**src/rtl/lc3b_types.sv**
```systemverilog
// rtl/lc3b_types.sv - shared LC-3b types and helpers for the memory port arbiter
package lc3b_types;

  typedef logic [15:0] lc3b_word;

  typedef enum logic [1:0] {
    ARB_IDLE = 2'd0,
    ARB_BUSY = 2'd1,
    ARB_RESP = 2'd2
  } mem_arb_state_t;

  localparam lc3b_word STAT_MAX = 16'hFFFF;

  // Width of a port index; a single-port build still carries a 1-bit index.
  function automatic int idx_width(input int n);
    return (n > 1) ? $clog2(n) : 1;
  endfunction

  // Saturating increment used by the statistics counters.
  function automatic lc3b_word sat_inc(input lc3b_word v);
    return (v == STAT_MAX) ? v : v + 16'd1;
  endfunction

endpackage

```
**src/rtl/rr_grant.sv**
```systemverilog
// rtl/rr_grant.sv - combinational round-robin pick starting after the last granted port
module rr_grant
  import lc3b_types::*;
#(
  parameter int NUM_PORTS = 2,
  parameter int GW        = idx_width(NUM_PORTS)
) (
  input  logic [NUM_PORTS-1:0] request,
  input  logic [GW-1:0]        last_grant,
  output logic [GW-1:0]        grant,
  output logic                 grant_valid
);

  logic [GW-1:0] cand;

  // Scan last_grant+1 .. last_grant+NUM_PORTS (mod NUM_PORTS); the first requester wins.
  always_comb begin
    grant       = '0;
    grant_valid = 1'b0;
    cand        = '0;
    for (int k = 1; k <= NUM_PORTS; k++) begin
      cand = GW'((int'(last_grant) + k) % NUM_PORTS);
      if (!grant_valid && request[cand]) begin
        grant       = cand;
        grant_valid = 1'b1;
      end
    end
  end

endmodule

```
**src/rtl/mem_port_arbiter.sv**
```systemverilog
// rtl/mem_port_arbiter.sv - N-port round-robin arbiter onto one pmem port (optional stats: MEM_ARB_STATS_EN)
module mem_port_arbiter
  import lc3b_types::*;
#(
  parameter int NUM_PORTS  = 2,
  parameter int ADDR_WIDTH = 16,
  parameter int DATA_WIDTH = 16,
  parameter int MASK_WIDTH = DATA_WIDTH / 8
) (
  input  logic                             clk,
  input  logic                             rst_n,
  input  logic [NUM_PORTS-1:0]             req_read,
  input  logic [NUM_PORTS-1:0]             req_write,
  input  logic [NUM_PORTS*ADDR_WIDTH-1:0]  req_address,
  input  logic [NUM_PORTS*DATA_WIDTH-1:0]  req_wdata,
  input  logic [NUM_PORTS*MASK_WIDTH-1:0]  req_mask,
  output logic [DATA_WIDTH-1:0]            req_rdata,
  output logic [NUM_PORTS-1:0]             req_resp,
  output logic                             pmem_read,
  output logic                             pmem_write,
  output logic [ADDR_WIDTH-1:0]            pmem_address,
  output logic [DATA_WIDTH-1:0]            pmem_wdata,
  output logic [MASK_WIDTH-1:0]            pmem_mask,
  input  logic [DATA_WIDTH-1:0]            pmem_rdata,
  input  logic                             pmem_resp
`ifdef MEM_ARB_STATS_EN
  ,
  output logic [NUM_PORTS*16-1:0]          stat_grants,
  output logic [NUM_PORTS*16-1:0]          stat_wait_cycles
`endif
);

  localparam int GW = idx_width(NUM_PORTS);

  mem_arb_state_t       state;
  logic [GW-1:0]        last_grant;
  logic [GW-1:0]        grant;
  logic [GW-1:0]        rr_idx;
  logic                 rr_valid;
  logic                 op_write;
  logic [NUM_PORTS-1:0] request;

  logic [ADDR_WIDTH-1:0] addr_arr  [NUM_PORTS];
  logic [DATA_WIDTH-1:0] wdata_arr [NUM_PORTS];
  logic [MASK_WIDTH-1:0] mask_arr  [NUM_PORTS];

  assign request = req_read | req_write;

  for (genvar i = 0; i < NUM_PORTS; i++) begin : g_unpack
    assign addr_arr[i]  = req_address[i*ADDR_WIDTH +: ADDR_WIDTH];
    assign wdata_arr[i] = req_wdata[i*DATA_WIDTH +: DATA_WIDTH];
    assign mask_arr[i]  = req_mask[i*MASK_WIDTH +: MASK_WIDTH];
  end

  rr_grant #(
    .NUM_PORTS (NUM_PORTS),
    .GW        (GW)
  ) u_rr_grant (
    .request     (request),
    .last_grant  (last_grant),
    .grant       (rr_idx),
    .grant_valid (rr_valid)
  );

  // Transaction FSM: latch the winner in IDLE, hold pmem in BUSY, pulse the requester in RESP.
  always_ff @(posedge clk or negedge rst_n) begin
    if (!rst_n) begin
      state        <= ARB_IDLE;
      last_grant   <= GW'(NUM_PORTS - 1);
      grant        <= '0;
      op_write     <= 1'b0;
      pmem_address <= '0;
      pmem_wdata   <= '0;
      pmem_mask    <= '0;
      req_rdata    <= '0;
    end else begin
      case (state)
        ARB_IDLE: begin
          if (rr_valid) begin
            grant        <= rr_idx;
            op_write     <= req_write[rr_idx];
            pmem_address <= addr_arr[rr_idx];
            pmem_wdata   <= wdata_arr[rr_idx];
            pmem_mask    <= mask_arr[rr_idx];
            state        <= ARB_BUSY;
          end
        end
        ARB_BUSY: begin
          if (pmem_resp) begin
            if (!op_write) begin
              req_rdata <= pmem_rdata;
            end
            last_grant <= grant;
            state      <= ARB_RESP;
          end
        end
        ARB_RESP: state <= ARB_IDLE;
        default:  state <= ARB_IDLE;
      endcase
    end
  end

  // Strobes follow the latched op only while the transaction is in flight.
  assign pmem_read  = (state == ARB_BUSY) && !op_write;
  assign pmem_write = (state == ARB_BUSY) && op_write;

  // One-cycle completion pulse to the port that owns the finished transaction.
  always_comb begin
    req_resp = '0;
    if (state == ARB_RESP) begin
      req_resp[grant] = 1'b1;
    end
  end

  // Flags a requester that presents read and write together when it is granted; the write wins.
  cover property (@(posedge clk) disable iff (!rst_n)
    (state == ARB_IDLE) && rr_valid && req_read[rr_idx] && req_write[rr_idx]);

`ifdef MEM_ARB_STATS_EN
  for (genvar i = 0; i < NUM_PORTS; i++) begin : g_stats
    lc3b_word grants_q;
    lc3b_word wait_q;
    logic     granting;
    logic     served;

    assign granting = (state == ARB_IDLE) && rr_valid && (rr_idx == GW'(i));
    assign served   = (state == ARB_IDLE) ? granting : (grant == GW'(i));

    // Count grants and cycles this port spends requesting while another port is served.
    always_ff @(posedge clk or negedge rst_n) begin
      if (!rst_n) begin
        grants_q <= '0;
        wait_q   <= '0;
      end else begin
        if (granting) begin
          grants_q <= sat_inc(grants_q);
        end
        if (request[i] && !served) begin
          wait_q <= sat_inc(wait_q);
        end
      end
    end

    assign stat_grants[i*16 +: 16]      = grants_q;
    assign stat_wait_cycles[i*16 +: 16] = wait_q;
  end
`endif

endmodule
```
**config.mk**
```make
export PLATFORM = sky130hd
export DESIGN_NAME = mem_port_arbiter
export DESIGN_NICKNAME = d
export VERILOG_FILES = /design/src/rtl/lc3b_types.sv /design/src/rtl/rr_grant.sv /design/src/rtl/mem_port_arbiter.sv
export SDC_FILE = /design/constraint.sdc
export NUM_CORES = 1
export LEC_CHECK = 0
export CAP_MARGIN = 5
export CORE_MARGIN = 2
export CORE_UTILIZATION = 39
export DETAILED_ROUTE_END_ITERATION = 16
export PLACE_DENSITY_LB_ADDON = 0.3
export SYNTH_ARGS = -nofsm -noshare
export SYNTH_HDL_FRONTEND = slang
export SYNTH_HIERARCHICAL = 1
export SYNTH_SLANG_ARGS = --single-unit
```
**constraint.sdc**
```tcl
create_clock -name clk -period 2 [get_ports clk]
set_input_delay 0.4 -clock clk [delete_from_list [all_inputs] [get_ports clk]]
set_output_delay 0.4 -clock clk [all_outputs]
set_load 0.005 [all_outputs]
```
==> key figures <==
Final layout
  • Final design utilization: 0.687
  • Final Non-Filler Cells: 398
  • Ant. Diodes: 0
  • Most common cell after layout, fill and taps aside: clkdlybuf4s50_1
  • Most frequent cells in the layout: 143 x clkdlybuf4s50_1, 78 x mux2_2, 52 x dfrtp_1
  • Design area: around 4400 µm²
  • Area growth from synthesis to layout: 67.8%
  • Layout cell share with drive strength beyond 1: 0.371
  • Fin nets: slightly above 400

Synth
  • Yosys cell types: 16
  • Seq/Total Area, Yosys: 0.524
  • Cell area after synthesis: 2630 µm²
  • Average size of a mapped cell: 15.7 µm²
  • Synth warn: 6
  • Syn nets: 258
  • Mapped Cells: between 150 and 200
  • #FFs+latches synth: 55

Timing
  • Hold_ws: between 0.08 and 0.09 ns
  • Endpoints failing setup: 0
  • Slew Limit Fails: 0
  • Tmin final: 1.97 ns
  • Slew headroom: 0.595
  • Crit path setup slack, layout: 0.0325 ns
  • Worst Skew: 0.00883 ns
  • RSZ-0062 raised after global routing: no
  • Tcrit/Tclk final: 0.984
  • Final Hold Viols: 0
  • Worst Max-Slew Pin Slew: 0.607 ns
  • Max Clk Rate: 508 MHz

Floorplan
  • Die width: 86.1 µm
  • Core ar.: roughly 6400 µm²
  • Row cnt: 29
  • Starting Density: 0.409
  • Top-Level Pins: 145
  • Die area: 7410 µm²
  • Chip height: 86.1 µm

GRT
  • First-pass GRT wire length: around 10,000 µm
  • All-layer global routing usage: 0.175
  • Pin count of the biggest net entering global routing: 28
  • Vias in the first global route: 2,049
  • Initial antenna violation count: 0
  • Total congestion overflow: 0

Setup path
  • Crit path kind: primary input to flip-flop
  • CP endpoint: pmem_wdata[10]
  • Critical path arrival: around 2.2 ns
  • WP data required: ~2.2 ns
  • Reg-to-Reg End: pmem_address[8]
  • Crit-path max FO: 9
  • Worst setup EP type: flip-flop
  • R2R Setup Slk: about 0.37 ns
  • Reg2reg path depth: 4
  • CP startpoint kind: primary input
  • Crit path from: req_write[0]
  • Reg-to-Reg Start: state[0]

Clocking
  • Clock Sinks: 55
  • H-tree depth: 2
  • Reg clk slew, reported paths: 0.10 ns
  • CTS root buf: clkbuf_8
  • CTS max path bufs: 2
  • Num CTS Buffers: 5
  • Latest clock arrival within the worst-skew pair: just over 0.3 ns
  • CTS tree: done

Placed design
  • Detail Placement HPWL: 5080 µm
  • Dpl ws: -0.327 ns
  • Placed Cells: 386
  • # port buffers: between 100 and 150
  • Placed cell areas: 4200 µm²
  • Final Wtd Congestion: ~0.76

Status
  • Status: complete, no violations

Detailed routing
  • Post-DR vias/cell: about 5
  • ANT nets after route: 0
  • DR iter-0 viols: 54
  • Wire per inst: 16.8 µm
  • # DRC: 0
  • Routed vias: 1,942
  • 1st-pass router iterations: 2
  • Routed WL: 6710 µm

Power
  • Max VDD drop: 0.729 mV
  • Leakage: 1.80 nW
  • Pwr dens: 1360 nW/µm²

Worst hold path
  • Hold Path Class: primary input to asynchronous set/reset pin

Flow run
  • Max Cap Viol: 0
critical path: stages:
cell	delay, ns
clkdlybuf4s50_1	0.42
or2_4	0.27
a21boi_4	0.17
buf_12	0.15
clkbuf_16	0.16
mux2_2	0.33
mux2_2	0.26
worst min-delay path by stage:
stage                     cells past startpoint  slack, ns              end  start
final                                         1       0.08   pmem_wdata[12]  rst_n
after global routing                          1       0.12   pmem_wdata[12]  rst_n
after CTS                                     1       0.09   pmem_wdata[12]  rst_n
after detailed placement                      1       0.44   pmem_wdata[12]  rst_n
after global placement                        1       0.44  pmem_address[0]  rst_n
after floorplan                               0       0.10            grant  rst_n
state kept, by name, indices dropped and copies added (netlist names):
| register | cells |
|---|---|
| grant | 1 |
| last_grant | 1 |
| op_write | 1 |
| pmem_address | 16 |
| pmem_mask | 2 |
| pmem_wdata | 16 |
| req_rdata | 16 |
| state | 2 |
area by class of cell:
class	count	area, µm²
fill	487	2010
timing repair buffer	156	1650
sequential	55	1380
multi-input combinational	102	1170
tap	77	96.3
clock buffer	6	82.6
clock inverter	2	35.0
synth_stat cells (all sizes together):
| cell | instances | area share |
|---|---|---|
| a21boi | 1 | 0.0029 |
| a21oi | 1 | 0.0019 |
| and3b | 3 | 0.011 |
| and4bb | 1 | 0.0048 |
| buf | 10 | 0.043 |
| dfrtp | 54 | 0.51 |
| dfstp | 1 | 0.010 |
| mux2 | 88 | 0.39 |
| nand2b | 2 | 0.0048 |
| nor3b | 3 | 0.0086 |
| or2 | 3 | 0.0071 |
per-layer routing:
| metal | track usage | vias to the layer above | part of all wire |
|---|---|---|---|
| met1 | 0.218 | 949 | 0.44 |
| met5 | 0 | - | 0 |
| met4 | 0.0592 | 0 | 0.017 |
| met2 | 0.299 | 81 | 0.47 |
| li1 | - | 902 | - |
| met3 | 0.0423 | 10 | 0.066 |
power breakdown:
part / switching, W / internal, W / total (W)
Clock: 0.000368 / 0.000406 / 0.000773
Sequential: 0.000338 / 0.00170 / 0.00204
Combinational: 0.000919 / 0.00225 / 0.00317
Total: 0.00162 / 0.00436 / 0.00598
cells by family (layout without fill, tap and decap cells):
| kind of cell | count (synthesis) | after routing | synth area share |
|---|---|---|---|
| compound gates | 2 | 2 | 0.00476 |
| simple gates | 12 | 12 | 0.0362 |
| flops | 55 | 55 | 0.524 |
| buf+inv | 10 | 164 | 0.0433 |
| mux | 88 | 88 | 0.391 |
repair_timing:
action                                  4_1_cts  5_1_grt
buffers inserted                              0        2
endpoints found under the setup margin        0       23
hold buffers                                  0        0
gates resized for setup                       0        5
metrics by stage:
step                      power [W]  setup TNS [ns]
after floorplan             0.00350               0
after global placement      0.00504           -9.06
after detailed placement    0.00513          -11.01
after CTS                   0.00591               0
after global routing        0.00633               0
final                       0.00598               0
Note: power is estimated with default switching activity, not from simulation.
